--- src/rtl/rt_frame_scheduler_pkg.sv ---
// Shared types and constants for the ray-trace frame scheduler.
//   World_s : scene description (one sphere) handed to the ray-trace core
//   Pixel_s : primary-ray direction for one pixel (x, y signed; z = focal depth)
//   sched_state_e : scheduler FSM states
package rt_frame_scheduler_pkg;

  localparam int H_RES_DEFAULT    = 320;
  localparam int V_RES_DEFAULT    = 240;
  localparam int CORE_LAT_DEFAULT = 5;
  localparam int FB_ADDR_W        = 17;
  localparam int COORD_W          = 10;

  typedef struct packed {
    logic signed [7:0] center_x;
    logic signed [7:0] center_y;
    logic signed [7:0] center_z;
    logic [7:0]        radius;
  } World_s;

  typedef struct packed {
    logic signed [COORD_W-1:0] x;
    logic signed [COORD_W-1:0] y;
    logic [4:0]                z;
  } Pixel_s;

  typedef enum logic [1:0] {
    IDLE  = 2'd0,
    ISSUE = 2'd1,
    DRAIN = 2'd2
  } sched_state_e;

endpackage

--- src/rtl/rt_result_fifo.sv ---
// Synchronous result buffer between the ray-trace core and the framebuffer
// write channel. Head entry is presented combinationally and stays put until
// popped; push and pop may happen together.
// Ports:
//   clk, rst      : clock, async active-high reset (clears pointers/count)
//   push/push_data: enqueue one entry
//   pop           : dequeue the head entry
//   head_valid    : buffer not empty
//   head_data     : head entry (zero while empty)
//   count         : current number of entries
module rt_result_fifo #(
  parameter int DEPTH = 8,
  parameter int WIDTH = 18,
  parameter int CNT_W = $clog2(DEPTH + 1)
) (
  input  logic             clk,
  input  logic             rst,
  input  logic             push,
  input  logic [WIDTH-1:0] push_data,
  input  logic             pop,
  output logic             head_valid,
  output logic [WIDTH-1:0] head_data,
  output logic [CNT_W-1:0] count
);

  localparam int PTR_W = (DEPTH > 1) ? $clog2(DEPTH) : 1;

  logic [WIDTH-1:0] mem [DEPTH];
  logic [PTR_W-1:0] wr_ptr;
  logic [PTR_W-1:0] rd_ptr;
  logic             do_push;
  logic             do_pop;

  // A push into a full buffer is only legal when the head leaves the same cycle.
  assign do_pop     = pop && (count != '0);
  assign do_push    = push && ((count != CNT_W'(DEPTH)) || do_pop);
  assign head_valid = (count != '0);
  assign head_data  = head_valid ? mem[rd_ptr] : '0;

  always_ff @(posedge clk or posedge rst) begin
    if (rst) begin
      wr_ptr <= '0;
      rd_ptr <= '0;
      count  <= '0;
    end else begin
      if (do_push) begin
        wr_ptr <= (wr_ptr == PTR_W'(DEPTH - 1)) ? '0 : wr_ptr + PTR_W'(1);
      end
      if (do_pop) begin
        rd_ptr <= (rd_ptr == PTR_W'(DEPTH - 1)) ? '0 : rd_ptr + PTR_W'(1);
      end
      case ({do_push, do_pop})
        2'b10:   count <= count + CNT_W'(1);
        2'b01:   count <= count - CNT_W'(1);
        default: count <= count;
      endcase
    end
  end

  // Storage carries no reset; validity comes from the pointers and count.
  always_ff @(posedge clk) begin
    if (do_push) begin
      mem[wr_ptr] <= push_data;
    end
  end

endmodule

--- src/rtl/rt_frame_scheduler.sv ---
// Frame scheduler for a fixed-latency ray-trace core. Walks the frame in
// raster order, feeds one primary ray per cycle to the core, tracks each ray
// through the core's latency, and turns the core's verdict into framebuffer
// writes through a small result buffer. Issue is throttled so every ray in
// flight is guaranteed a buffer slot, which lets the core run unstalled.
// Ports:
//   clk, rst            : clock, async active-high reset
//   start               : begin a frame (honoured only when idle)
//   focal_z, world_in   : ray depth and scene, captured at frame start
//   busy, frame_done    : frame in progress / one-cycle end-of-frame pulse
//   world, pixel        : latched scene and current ray to the core
//   less_than_zero      : core verdict (discriminant negative => miss)
//   wr_valid/wr_ready   : framebuffer write handshake
//   wr_addr, wr_hit     : pixel address and hit flag of the head write
module rt_frame_scheduler
  import rt_frame_scheduler_pkg::*;
#(
  parameter int H_RES      = H_RES_DEFAULT,
  parameter int V_RES      = V_RES_DEFAULT,
  parameter int CORE_LAT   = CORE_LAT_DEFAULT,
  parameter int FIFO_DEPTH = 8
) (
  input  logic                 clk,
  input  logic                 rst,
  input  logic                 start,
  input  logic [4:0]           focal_z,
  input  World_s               world_in,
  output logic                 busy,
  output logic                 frame_done,
  output World_s               world,
  output Pixel_s               pixel,
  input  logic                 less_than_zero,
  output logic                 wr_valid,
  input  logic                 wr_ready,
  output logic [FB_ADDR_W-1:0] wr_addr,
  output logic                 wr_hit
);

  localparam int COL_W   = $clog2(H_RES);
  localparam int ROW_W   = $clog2(V_RES);
  localparam int ENTRY_W = FB_ADDR_W + 1;
  localparam int FCNT_W  = $clog2(FIFO_DEPTH + 1);
  localparam int IF_W    = $clog2(CORE_LAT + 2);

  sched_state_e         state;
  sched_state_e         state_next;
  logic [COL_W-1:0]     col;
  logic [ROW_W-1:0]     row;
  logic [FB_ADDR_W-1:0] issue_addr;
  logic [4:0]           focal_lat;
  logic                 pix_valid;
  logic [FB_ADDR_W-1:0] pix_addr;
  logic [CORE_LAT-1:0]  sr_valid;
  logic [FB_ADDR_W-1:0] sr_addr [CORE_LAT];
  logic [IF_W-1:0]      inflight;
  logic [FCNT_W-1:0]    fifo_count;
  logic [ENTRY_W-1:0]   head_data;
  logic                 start_frame;
  logic                 can_issue;
  logic                 issue;
  logic                 last_pixel;
  logic                 result_push;
  logic                 result_pop;

  // Every ray already issued must still find room in the buffer, so count
  // both buffered and in-flight results before letting another one go.
  assign can_issue   = (int'(fifo_count) + int'(inflight)) < FIFO_DEPTH;
  assign issue       = (state == ISSUE) && can_issue;
  assign start_frame = (state == IDLE) && start;
  assign last_pixel  = (issue_addr == FB_ADDR_W'(H_RES * V_RES - 1));
  assign result_push = sr_valid[CORE_LAT-1];
  assign result_pop  = wr_valid && wr_ready;

  // State register.
  always_ff @(posedge clk or posedge rst) begin
    if (rst) begin
      state <= IDLE;
    end else begin
      state <= state_next;
    end
  end

  // Next-state and status outputs. frame_done rises in the cycle that both the
  // core pipeline and the buffer are empty, which is the cycle after the last pop.
  always_comb begin
    state_next = state;
    busy       = 1'b0;
    frame_done = 1'b0;
    case (state)
      IDLE: begin
        if (start) begin
          state_next = ISSUE;
        end
      end
      ISSUE: begin
        busy = 1'b1;
        if (issue && last_pixel) begin
          state_next = DRAIN;
        end
      end
      DRAIN: begin
        busy = 1'b1;
        if ((inflight == '0) && (fifo_count == '0)) begin
          state_next = IDLE;
          frame_done = 1'b1;
        end
      end
      default: begin
        state_next = IDLE;
      end
    endcase
  end

  // Raster scan and ray generation. The scene and focal depth are frozen at
  // frame start; the ray register only moves on an issue so a stalled ray
  // stays on the core's input.
  always_ff @(posedge clk or posedge rst) begin
    if (rst) begin
      col        <= '0;
      row        <= '0;
      issue_addr <= '0;
      focal_lat  <= '0;
      world      <= '0;
      pixel      <= '0;
    end else if (start_frame) begin
      col        <= '0;
      row        <= '0;
      issue_addr <= '0;
      focal_lat  <= focal_z;
      world      <= world_in;
    end else if (issue) begin
      pixel.x    <= COORD_W'(col) - COORD_W'(H_RES / 2);
      pixel.y    <= COORD_W'(V_RES / 2) - COORD_W'(row);
      pixel.z    <= focal_lat;
      issue_addr <= issue_addr + FB_ADDR_W'(1);
      if (col == COL_W'(H_RES - 1)) begin
        col <= '0;
        row <= row + ROW_W'(1);
      end else begin
        col <= col + COL_W'(1);
      end
    end
  end

  // Valid tracking through the core. pix_valid marks the ray register itself;
  // the shift register then mirrors the core's CORE_LAT stages so a valid
  // leaving the last stage lines up with that ray's verdict.
  always_ff @(posedge clk or posedge rst) begin
    if (rst) begin
      pix_valid <= 1'b0;
      sr_valid  <= '0;
      inflight  <= '0;
    end else begin
      pix_valid   <= issue;
      sr_valid[0] <= pix_valid;
      for (int i = 1; i < CORE_LAT; i++) begin
        sr_valid[i] <= sr_valid[i-1];
      end
      inflight <= inflight + IF_W'(issue) - IF_W'(result_push);
    end
  end

  // Addresses ride alongside the valids; they need no reset.
  always_ff @(posedge clk) begin
    if (issue) begin
      pix_addr <= issue_addr;
    end
    sr_addr[0] <= pix_addr;
    for (int i = 1; i < CORE_LAT; i++) begin
      sr_addr[i] <= sr_addr[i-1];
    end
  end

  rt_result_fifo #(
    .DEPTH (FIFO_DEPTH),
    .WIDTH (ENTRY_W),
    .CNT_W (FCNT_W)
  ) u_result_fifo (
    .clk        (clk),
    .rst        (rst),
    .push       (result_push),
    .push_data  ({sr_addr[CORE_LAT-1], ~less_than_zero}),
    .pop        (result_pop),
    .head_valid (wr_valid),
    .head_data  (head_data),
    .count      (fifo_count)
  );

  assign wr_addr = head_data[ENTRY_W-1:1];
  assign wr_hit  = head_data[0];

endmodule

--- config.mk ---
export PLATFORM = sky130hd
export DESIGN_NAME = rt_frame_scheduler
export DESIGN_NICKNAME = d
export VERILOG_FILES = /design/src/rtl/rt_frame_scheduler_pkg.sv /design/src/rtl/rt_result_fifo.sv /design/src/rtl/rt_frame_scheduler.sv
export SDC_FILE = /design/constraint.sdc
export NUM_CORES = 1
export LEC_CHECK = 0
export BUFFER_PORTS_ARGS = -buffer_cell sky130_fd_sc_hd__buf_2
export CAP_MARGIN = 20
export CORE_UTILIZATION = 59
export DETAILED_ROUTE_END_ITERATION = 16
export GPL_TIMING_DRIVEN = 0
export PLACE_DENSITY = 0.83
export SETUP_SLACK_MARGIN = 0.1
export SKIP_LAST_GASP = 1
export SLEW_MARGIN = 20
export SYNTH_ARGS = -nofsm -noshare
export SYNTH_HDL_FRONTEND = slang
export SYNTH_SLANG_ARGS = --single-unit
--- constraint.sdc ---
create_clock -name clk -period 5.1 [get_ports clk]
set_input_delay 0.765 -clock clk [delete_from_list [all_inputs] [get_ports clk]]
set_output_delay 0.765 -clock clk [all_outputs]
set_load 0.01 [all_outputs]
==> qor.csv <==
metric,value,unit
Sequential Area,9439,sq um
Worst setup EP type,output pin,
Starting Density,60.42,%
Placed Cells,1294,
core box area,21890,sq um
Fin Clk Skew,0.02300,ns
Final HPWL DP,16170,microns
drt total wl,25940,microns
Global Route Usage Sum,23.19,%
drt pass-1 iters,5,
total power,9.070,mW
PD cells,588.2,nW/um^2
routability cong.,0.8159,
post-synth cell types,59,
clock latency at the later pin of the worst-skew pair,0.52,ns
post-CTS setup buffer count,0,
DR vias,7762,
Mapped Cells,882,
Slowest cell on crit path,clkbuf_1,
fin cells,1356,
Die Y,151.7,microns
vias per cell,5.724,
most frequent cells after synthesis,"edfxtp_1, nand2_1, dfrtp_1",
worst slack at placement,1.900,ns
max-slew violation count,0,
initial drt markers,537,
CTS tree,yes,
fill count,1429,
Area Growth Syn to Fin,16.59,%
Worst EP required,4.34,ns
Max VDD drop,320.3,uV
Max Fanout on Critical Path,10,
CTS Buf Count,35,
setup TNS,0,ns
"CTS clk-pin slew, worst paths",0.06,ns
mapped cell area,13230,sq um
Worst Hold Class,flip-flop to flip-flop,
"top cells by area, synth","edfxtp_1, dfrtp_1, dfxtp_1",
global route total overflow,0,
vias in the first global route,7471,
ys flop type,edfxtp_1,
layout cells sized above 1,26.12,%
die area,23020,sq um
Crit path largest cell delay,0.65,ns
DRC Markers,0,
Crit path max-delay family,buffers and inverters,
Die Wd,151.7,microns
hold path startpoint,sr_addr[0][50],
DRT antenna net count,0,
IO Port Bufs,119,
share of the synthesized area in the top cell type,36.55,%
Cell Rows,54,
worst setup path startpoint,u_result_fifo.rd_ptr[1],
worst r2r src,u_result_fifo.count[1],
clk buf depth,3,
# setup viols final,0,
Avg Inst Size Synth,15.00,sq um
largest net degree at the start of global routing,71,
initial antenna violation count,0,
Slew headroom,36.66,%
RSZ-0062 raised after global routing,no,
final core utilization,70.44,%
Post-CTS Hold Buffers,0,
Lkg Pwr,6.280,nW
WL/cell,19.13,microns
ANT cells,0,
# nets final,1115,
worst path arrival time,2.98,ns
Ports,120,
Tcrit/Tclk final,73.40,%
async set-or-reset flop fraction in the synthesized netlist,32.04,%
min Tclk post-route,3.744,ns
WS Path Type,flip-flop to output pin,
#FFs+latches synth,362,
post-CTS resize count,0,
footprint of the multi-input gates,3565,sq um
global-route wire length before repair,40100,microns
fmax,267.1,MHz
CP bufs+invs,3,
CP most frequent cell,clkbuf_1,
Post-Syn Nets,946,
most common cell in the netlist,edfxtp_1,
Hold Fails Final Rpt,0,
post-synth top area cell,edfxtp_1,
Clock Tree Root,clkbuf_16,
Critical Path Source Type,flip-flop,
post-synthesis sequential area ratio,71.37,%
H-tree levels,2,
clock sinks,362,
Post-synth EDFFs,161,
MaxCap Viol Count,0,
critical path cell sequence,"clkbuf_1, clkbuf_1, mux4_2, mux2i_1, nor2_1, buf_2",
slew at the pin closest to its max-slew limit,0.9502,ns
status,"complete, no violations",
Yosys Warn Count,0,
"Worst Setup Slack, final",1.356,ns
final cells by class:
type,count,share of cell area (%)
Timing Repair Buffer,132,4.649
Tap cell,280,2.272
Clock inverter,15,0.7627
Multi-Input combinational cell,456,23.12
Clock buffer,47,6.231
Inverter,26,0.6653
Buffer,38,1.095
Sequential cell,362,61.21
path summary, 6_finish.rpt:
| path | to | slack [ns] | depth (start not counted) |
|---|---|---|---|
| min in group asynchronous | inflight[1] | 0.37 | 2 |
| min reg2reg | sr_addr[0][67] | 0.32 | 0 |
| min | sr_addr[0][67] | 0.32 | 0 |
| max reg2reg | inflight[2] | 1.99 | 11 |
| max | wr_addr[12] | 1.36 | 6 |
| max in group asynchronous | col[1] | 4.06 | 3 |
cell usage in the layout (no fill, tap or decap), types with 13 or more instances in the layout:
cell type / count
clkbuf_1: 28
ha_1: 20
nand2b_1: 13
mux2_2: 27
dfxtp_1: 85
xnor2_1: 14
edfxtp_1: 161
dfrtp_1: 116
inv_1: 25
nand2_1: 128
clkbuf_16: 35
nor2_1: 35
a21oi_1: 24
mux2i_1: 21
mux4_2: 36
buf_2: 134
nand3_1: 14
flip-flops by register name (all words and copies together), names as in the netlist, 8 cells and up:
register,count
row,8
u_result_fifo.mem,144
pix_addr,17
col,9
sr_addr,85
pixel,24
issue_addr,17
world,32
metal layers:
layer	global-route usage, %	vias to the layer above	wire [microns]
met5	0	-	0
met4	6.535	0	585
met3	4.132	47	1633
met2	39.66	298	13280
met1	30.52	3868	10440
li1	-	3549	-
report_power, final:
part | internal (mW) | switching, mW
Sequential | 3.86 | 0.408
Combinational | 1.00 | 1.36
Clock | 1.38 | 1.05
Total | 6.25 | 2.82
kinds of logic (layout without fill, tap and decap cells):
logic type,Yosys count,in the layout,share of synthesized area (%)
AND/OR/NAND/NOR,253,253,8.911
adder cells (fa/ha/maj),22,22,2.195
buffers and inverters,64,258,2.015
flip-flops,362,362,71.37
multiplexers,85,85,10.12
AO/OA/AOI/OAI,77,77,4.134
XOR/XNOR,19,19,1.258
through the flow:
stage / hold slack, ns / instance area (sq um)
finish: 0.3174 / 15420
global route: 0.3232 / 15420
CTS: 0.3242 / 15420
detailed placement: 0.3121 / 14340
global placement: 0.3096 / 14170
floorplan: 0.3096 / 13230
Power figures use the tool's default switching activity.
